===== src/rtl/alu_decode_stage.sv =====
// RV32I decode stage: combinational decode of one instruction into ALU control and
// operands, registered behind a 2-entry skid buffer with a valid/ready handshake.
module alu_decode_stage #(
  parameter logic [3:0] ILLEGAL_CTRL = 4'd15
) (
  input  logic        clk,
  input  logic        rst_n,
  input  logic        flush,
  input  logic        in_valid,
  output logic        in_ready,
  input  logic [31:0] in_instr,
  input  logic [31:0] in_pc,
  input  logic [31:0] in_rs1,
  input  logic [31:0] in_rs2,
  output logic        out_valid,
  input  logic        out_ready,
  output logic [3:0]  out_ctrl,
  output logic [31:0] out_data1,
  output logic [31:0] out_data2,
  output logic        out_is_branch,
  output logic        out_illegal
);

  localparam int unsigned XLEN = 32;
  localparam int unsigned CW   = 4;

  localparam logic [CW-1:0] C_AND  = 4'd0;
  localparam logic [CW-1:0] C_OR   = 4'd1;
  localparam logic [CW-1:0] C_ADD  = 4'd2;
  localparam logic [CW-1:0] C_SUB  = 4'd3;
  localparam logic [CW-1:0] C_XOR  = 4'd4;
  localparam logic [CW-1:0] C_EQ   = 4'd5;
  localparam logic [CW-1:0] C_NE   = 4'd6;
  localparam logic [CW-1:0] C_SLT  = 4'd7;
  localparam logic [CW-1:0] C_SGE  = 4'd8;
  localparam logic [CW-1:0] C_SLTU = 4'd9;
  localparam logic [CW-1:0] C_SGEU = 4'd10;
  localparam logic [CW-1:0] C_SLL  = 4'd11;
  localparam logic [CW-1:0] C_SRL  = 4'd12;
  localparam logic [CW-1:0] C_SRA  = 4'd13;

  localparam logic [6:0] OPC_OP     = 7'b0110011;
  localparam logic [6:0] OPC_OPIMM  = 7'b0010011;
  localparam logic [6:0] OPC_BRANCH = 7'b1100011;
  localparam logic [6:0] OPC_LUI    = 7'b0110111;
  localparam logic [6:0] OPC_AUIPC  = 7'b0010111;
  localparam logic [6:0] OPC_LOAD   = 7'b0000011;
  localparam logic [6:0] OPC_STORE  = 7'b0100011;
  localparam logic [6:0] OPC_JAL    = 7'b1101111;
  localparam logic [6:0] OPC_JALR   = 7'b1100111;

  localparam logic [6:0] F7_BASE = 7'b0000000;
  localparam logic [6:0] F7_ALT  = 7'b0100000;

  logic [6:0]      opcode;
  logic [2:0]      funct3;
  logic [6:0]      funct7;
  logic [XLEN-1:0] imm_i;
  logic [XLEN-1:0] imm_s;
  logic [XLEN-1:0] imm_u;
  logic [XLEN-1:0] shamt;

  assign opcode = in_instr[6:0];
  assign funct3 = in_instr[14:12];
  assign funct7 = in_instr[31:25];
  assign imm_i  = {{20{in_instr[31]}}, in_instr[31:20]};
  assign imm_s  = {{20{in_instr[31]}}, in_instr[31:25], in_instr[11:7]};
  assign imm_u  = {in_instr[31:12], 12'd0};
  assign shamt  = XLEN'(in_instr[24:20]);

  logic [CW-1:0]   dec_ctrl;
  logic [XLEN-1:0] dec_d1;
  logic [XLEN-1:0] dec_d2;
  logic            dec_br;
  logic            dec_ill;

  // Instruction decode; any undecodable encoding collapses to the illegal form
  always_comb begin
    dec_ctrl = C_ADD;
    dec_d1   = in_rs1;
    dec_d2   = in_rs2;
    dec_br   = 1'b0;
    dec_ill  = 1'b0;
    unique case (opcode)
      OPC_OP: begin
        if (funct7 == F7_BASE) begin
          unique case (funct3)
            3'b000:  dec_ctrl = C_ADD;
            3'b001:  dec_ctrl = C_SLL;
            3'b010:  dec_ctrl = C_SLT;
            3'b011:  dec_ctrl = C_SLTU;
            3'b100:  dec_ctrl = C_XOR;
            3'b101:  dec_ctrl = C_SRL;
            3'b110:  dec_ctrl = C_OR;
            default: dec_ctrl = C_AND;
          endcase
        end else if (funct7 == F7_ALT && funct3 == 3'b000) begin
          dec_ctrl = C_SUB;
        end else if (funct7 == F7_ALT && funct3 == 3'b101) begin
          dec_ctrl = C_SRA;
        end else begin
          dec_ill = 1'b1;
        end
      end
      OPC_OPIMM: begin
        dec_d2 = imm_i;
        unique case (funct3)
          3'b000: dec_ctrl = C_ADD;
          3'b001: begin
            dec_ctrl = C_SLL;
            dec_d2   = shamt;
            dec_ill  = (funct7 != F7_BASE);
          end
          3'b010: dec_ctrl = C_SLT;
          3'b011: dec_ctrl = C_SLTU;
          3'b100: dec_ctrl = C_XOR;
          3'b101: begin
            dec_ctrl = (funct7 == F7_ALT) ? C_SRA : C_SRL;
            dec_d2   = shamt;
            dec_ill  = (funct7 != F7_BASE) && (funct7 != F7_ALT);
          end
          3'b110:  dec_ctrl = C_OR;
          default: dec_ctrl = C_AND;
        endcase
      end
      OPC_BRANCH: begin
        dec_br = 1'b1;
        unique case (funct3)
          3'b000:  dec_ctrl = C_EQ;
          3'b001:  dec_ctrl = C_NE;
          3'b100:  dec_ctrl = C_SLT;
          3'b101:  dec_ctrl = C_SGE;
          3'b110:  dec_ctrl = C_SLTU;
          3'b111:  dec_ctrl = C_SGEU;
          default: dec_ill  = 1'b1;
        endcase
      end
      OPC_LUI: begin
        dec_d1 = '0;
        dec_d2 = imm_u;
      end
      OPC_AUIPC: begin
        dec_d1 = in_pc;
        dec_d2 = imm_u;
      end
      OPC_LOAD:  dec_d2 = imm_i;
      OPC_STORE: dec_d2 = imm_s;
      OPC_JAL, OPC_JALR: begin
        dec_d1 = in_pc;
        dec_d2 = XLEN'(4);
      end
      default: dec_ill = 1'b1;
    endcase
    if (dec_ill) begin
      dec_ctrl = ILLEGAL_CTRL;
      dec_d1   = '0;
      dec_d2   = '0;
      dec_br   = 1'b0;
    end
  end

  logic            main_vld_q, main_vld_d;
  logic [CW-1:0]   main_ctrl_q, main_ctrl_d;
  logic [XLEN-1:0] main_d1_q, main_d1_d;
  logic [XLEN-1:0] main_d2_q, main_d2_d;
  logic            main_br_q, main_br_d;
  logic            main_ill_q, main_ill_d;
  logic            skid_vld_q, skid_vld_d;
  logic [CW-1:0]   skid_ctrl_q, skid_ctrl_d;
  logic [XLEN-1:0] skid_d1_q, skid_d1_d;
  logic [XLEN-1:0] skid_d2_q, skid_d2_d;
  logic            skid_br_q, skid_br_d;
  logic            skid_ill_q, skid_ill_d;
  logic            ready_q, ready_d;
  logic            in_xfer;
  logic            out_xfer;

  assign in_xfer  = in_valid & ready_q;
  assign out_xfer = main_vld_q & out_ready;

  // Skid-buffer next state: main is the output register, skid absorbs one stalled input
  always_comb begin
    main_vld_d  = main_vld_q;
    main_ctrl_d = main_ctrl_q;
    main_d1_d   = main_d1_q;
    main_d2_d   = main_d2_q;
    main_br_d   = main_br_q;
    main_ill_d  = main_ill_q;
    skid_vld_d  = skid_vld_q;
    skid_ctrl_d = skid_ctrl_q;
    skid_d1_d   = skid_d1_q;
    skid_d2_d   = skid_d2_q;
    skid_br_d   = skid_br_q;
    skid_ill_d  = skid_ill_q;
    if (flush) begin
      main_vld_d = 1'b0;
      skid_vld_d = 1'b0;
    end else if (skid_vld_q) begin
      if (out_xfer) begin
        main_ctrl_d = skid_ctrl_q;
        main_d1_d   = skid_d1_q;
        main_d2_d   = skid_d2_q;
        main_br_d   = skid_br_q;
        main_ill_d  = skid_ill_q;
        skid_vld_d  = 1'b0;
      end
    end else if (in_xfer && (!main_vld_q || out_xfer)) begin
      main_vld_d  = 1'b1;
      main_ctrl_d = dec_ctrl;
      main_d1_d   = dec_d1;
      main_d2_d   = dec_d2;
      main_br_d   = dec_br;
      main_ill_d  = dec_ill;
    end else if (in_xfer) begin
      skid_vld_d  = 1'b1;
      skid_ctrl_d = dec_ctrl;
      skid_d1_d   = dec_d1;
      skid_d2_d   = dec_d2;
      skid_br_d   = dec_br;
      skid_ill_d  = dec_ill;
    end else if (out_xfer) begin
      main_vld_d = 1'b0;
    end
    ready_d = ~skid_vld_d;
  end

  always_ff @(posedge clk or negedge rst_n) begin
    if (!rst_n) begin
      main_vld_q  <= 1'b0;
      main_ctrl_q <= '0;
      main_d1_q   <= '0;
      main_d2_q   <= '0;
      main_br_q   <= 1'b0;
      main_ill_q  <= 1'b0;
      skid_vld_q  <= 1'b0;
      skid_ctrl_q <= '0;
      skid_d1_q   <= '0;
      skid_d2_q   <= '0;
      skid_br_q   <= 1'b0;
      skid_ill_q  <= 1'b0;
      ready_q     <= 1'b1;
    end else begin
      main_vld_q  <= main_vld_d;
      main_ctrl_q <= main_ctrl_d;
      main_d1_q   <= main_d1_d;
      main_d2_q   <= main_d2_d;
      main_br_q   <= main_br_d;
      main_ill_q  <= main_ill_d;
      skid_vld_q  <= skid_vld_d;
      skid_ctrl_q <= skid_ctrl_d;
      skid_d1_q   <= skid_d1_d;
      skid_d2_q   <= skid_d2_d;
      skid_br_q   <= skid_br_d;
      skid_ill_q  <= skid_ill_d;
      ready_q     <= ready_d;
    end
  end

  assign in_ready      = ready_q;
  assign out_valid     = main_vld_q;
  assign out_ctrl      = main_ctrl_q;
  assign out_data1     = main_d1_q;
  assign out_data2     = main_d2_q;
  assign out_is_branch = main_br_q;
  assign out_illegal   = main_ill_q;

endmodule


===== config.mk =====
export PLATFORM = sky130hd
export DESIGN_NAME = alu_decode_stage
export DESIGN_NICKNAME = d
export VERILOG_FILES = /design/src/rtl/alu_decode_stage.sv
export SDC_FILE = /design/constraint.sdc
export NUM_CORES = 1
export LEC_CHECK = 0
export BUFFER_PORTS_ARGS = -buffer_cell sky130_fd_sc_hd__buf_2
export CORE_MARGIN = 1
export CORE_UTILIZATION = 57
export DETAILED_ROUTE_END_ITERATION = 10
export GPL_ROUTABILITY_DRIVEN = 0
export HOLD_SLACK_MARGIN = 0.06
export PLACE_DENSITY = 0.82
export SLEW_MARGIN = 20
export SYNTH_ARGS = -nofsm -noshare
export SYNTH_HDL_FRONTEND = slang
export SYNTH_SLANG_ARGS = --single-unit

===== constraint.sdc =====
create_clock -name clk -period 3.44 [get_ports clk]
set_clock_uncertainty 0.15 [all_clocks]
set_input_delay 0.172 -clock clk [delete_from_list [all_inputs] [get_ports clk]]
set_output_delay 0.172 -clock clk [all_outputs]
set_load 0.1 [all_outputs]

==> results.sh <==
export IMPL_power_w=0.005981
export IMPL_multiInputGateArea_sq_mm=0.003311
export IMPL_min_path_type="in2reg"
export IMPL_final_setup_viol_count=0
export IMPL_ys_ff_latch=143
export IMPL_placed_area_sq_mm=0.008374
export IMPL_syn_num_nets=921
export IMPL_die_x_um=114.8
export IMPL_fin_crit_sh_pct=78.59
export IMPL_cts_tree="built"
export IMPL_clk_pin_slew_ns=0.06
export IMPL_vias_per_cell=6.351
export IMPL_worstPathCellList="buf_2, nand4bb_1, nor2_1, and3_1, a221oi_1, dlygate4sd3_1, o31ai_1"
export IMPL_initial_utilization_pct=59.36
export IMPL_critPathMaxFanout=20
export IMPL_clockBufferDepth=2
export IMPL_synthArstFlopShare_pct=100.0
export IMPL_hold_violations=0
export IMPL_grt_remaining_overflow=0
export IMPL_worstSkewPairLatency_ns=0.43
export IMPL_cts_sinks=143
export IMPL_period_minus_slack_ns=2.704
export IMPL_wl_um=25000
export IMPL_switchingPower_w=0.002472
export IMPL_grt_use_total_pct=38.10
export IMPL_worst_slew_pin_transition_ns=1.033
export IMPL_routed_top_layer="met4"
export IMPL_synthFlopType="dfrtp_1"
export IMPL_timing_slew_headroom_pct=31.12
export IMPL_clkPwrFrac_pct=32.0
export IMPL_yosysSeqAreaShare_pct=49.38
export IMPL_numCtsBuffers=17
export IMPL_rsz0062_at_grt="false"
export IMPL_clock_root_buffer="clkbuf_16"
export IMPL_grt_pass1_wl_um=38380
export IMPL_synth_cells=788
export IMPL_final_area_sq_mm=0.01009
export IMPL_max_stage_delay_ns=0.76
export IMPL_dieArea_sq_mm=0.01317
export IMPL_vias=7888
export IMPL_arrival_ns=2.87
export IMPL_fin_nets=1194
export IMPL_antenna_found_initial=0
export IMPL_wl_met2_um=12530
export IMPL_ir_drop_mv=0.2709
export IMPL_ios=205
export IMPL_drt_iter0_drc=1143
export IMPL_path_delay_family="simple AND/OR/NAND/NOR gates"
export IMPL_dr_wl_met3_um=2398
export IMPL_crit_slowest_cell="and3_1"
export IMPL_routedWlPerCell_um=20.13
export IMPL_status="finished clean"
export IMPL_drc=0
export IMPL_ant_nets=0
export IMPL_fp_row_count=40
export IMPL_syn2layout_area_growth_pct=39.25
export IMPL_crit_type="in2reg"
export IMPL_dp_hpwl_um=13740
export IMPL_grt_start_max_net_pins=112
export IMPL_dieHeight_um=114.8
export IMPL_synth_top_area_share_pct=49.02
export IMPL_fmax_mhz=369.9
export IMPL_p_leak_nw=4.765
export IMPL_final_common_cell="buf_2"
export IMPL_cp_start_kind="primary input"
export IMPL_yosys_warnings=0
export IMPL_fillers=730
export IMPL_avgSynthCellArea_sq_um=9.200
export IMPL_synth_edff_count=0
export IMPL_cellPowerDensity_mw_per_mm2=592.5
export IMPL_seq_area_sq_mm=0.003581
export IMPL_maxCapViolCount=0
export IMPL_comb_power_share_pct=34.4
export IMPL_drv_slew=0
export IMPL_mostFrequentLayoutCells="buf_2 (203), dfrtp_1 (141), dlygate4sd3_1 (111), a21oi_1 (93), nand2_1 (88)"
export IMPL_core_sq_mm=0.01221
export IMPL_tns_ns=0
export IMPL_synth_top_area_cell="dfrtp_1"
export IMPL_portBuffers=204
export IMPL_first_pass_iters=6
export IMPL_htree_levels=4
export IMPL_required_ns=3.61
export IMPL_synthTopCellsByArea="dfrtp_1 (49%), o31ai_1 (6.6%), a21oi_1 (6.5%)"
export IMPL_worstSetupEndpointType="register"
export IMPL_sw_frac_of_total_pct=41.33
export IMPL_synth_distinct_cells=46
export IMPL_drive_above_1_share_pct=25.16
export IMPL_path_buf_inv=2
export IMPL_grt_pass1_vias=7739
export IMPL_pwr_share_seq_pct=33.7
export IMPL_syn_area_sq_mm=0.007249
export IMPL_internal_power_w=0.003509
export IMPL_met1Wirelength_um=9283
cells in the mapped netlist (2+ instances only):
cell type,n
clkbuf_1,68
nor2b_1,4
dfrtp_1,142
a22oi_1,43
a221oi_1,20
o21ai_0,21
nor3b_1,3
buf_4,3
nor4b_1,2
and3b_1,3
nand2b_1,9
buf_6,4
o211ai_1,2
a31oi_1,2
or3_1,41
mux2_2,2
inv_1,8
nor3_1,2
nor2_1,71
o31ai_1,64
buf_2,8
nand2_1,88
a21oi_1,94
and3_1,33
a221o_1,25
nand3_1,6
power by group through the flow:
| stage | combinational [W] | clock, W | sequential, W |
|---|---|---|---|
| global placement | 0.00188 | 0 | 0.00202 |
| finish | 0.00206 | 0.00191 | 0.00201 |
| floorplan | 0.000378 | 0 | 0.00312 |
| detailed placement | 0.00190 | 0 | 0.00203 |
| global route | 0.00213 | 0.00198 | 0.00203 |
| CTS | 0.00202 | 0.00190 | 0.00200 |
cell type report:
type	count	share of cell area (%)
Sequential cell	143	35.47
Multi-Input combinational cell	554	32.80
Timing Repair Buffer	337	23.31
Clock buffer	21	4.660
Tap cell	168	2.082
Clock inverter	10	1.351
Inverter	8	0.2975
Antenna cell	1	0.02479
tightest hold or removal path: cells and delay by family:
| kind | cells | cell delay (ns) |
|---|---|---|
| buffers and inverters | 1 | 0.08 |
| AOI/OAI and AO/OA | 2 | 0.34 |
logic make-up (layout without fill, tap and decap cells):
group / after synthesis / in the layout / synth area share, %
xor gates and xnor gates: 1 / 1 / 0.1208
muxes: 3 / 3 / 0.4487
DFF: 143 / 143 / 49.38
AOI/OAI and AO/OA: 282 / 282 / 26.58
and+or+nand+nor: 268 / 268 / 18.05
other: 0 / 1 / 0
buffers and inverters: 91 / 376 / 5.419
final timing paths:
path                              startpoint       endpoint  slack (ns)  cells past startpoint
worst max register to register     out_valid  out_data2[12]        0.97                      5
worst max-delay path             in_instr[3]  skid_d2_q[25]        0.74                      7
worst min register to register  skid_d2_q[2]   skid_d2_q[2]        0.32                      2
worst min-delay path               in_rs1[9]   skid_d1_q[9]        0.07                      3
max in group asynchronous              rst_n   out_data2[0]        2.07                      3
min in group asynchronous              rst_n  out_data1[22]        0.26                      2
sequential cells by signal (all words and copies together), names as in the netlist:
register and count:
out_ctrl 4, out_is_branch 1, skid_br_q 1, skid_d2_q 32
skid_d1_q 32, out_valid 1, out_illegal 1, skid_ctrl_q 4
in_ready 1, out_data1 32, out_data2 32, skid_vld_q 1
skid_ill_q 1
timing repair:
action	4_1_cts	5_1_grt
endpoints found under the hold margin	166	0
hold buffers	111	0
gates resized for setup	0	0
setup endpoints to repair	0	0
buffers inserted	0	0
layer usage:
metal / vias up / track usage (%)
met5: - / 0
met4: 0 / 19.74
met3: 77 / 7.802
met2: 596 / 65.01
met1: 3755 / 45.97
li1: 3460 / -
metrics by stage:
stage / setup WS (ns) / cells / hold WS [ns] / util (%)
final: 0.7364 / 1242 / 0.06808 / 82.66
after global routing: 0.6167 / 1241 / 0.08940 / 82.64
after CTS: 0.8731 / 1241 / 0.06079 / 82.64
after detailed placement: 0.6894 / 1099 / 0.1603 / 68.58
after global placement: 0.7532 / 1099 / 0.1350 / 68.58
after floorplan: 0.8064 / 788 / -0.2736 / -
No activity file was read; power rests on OpenSTA's default activity.
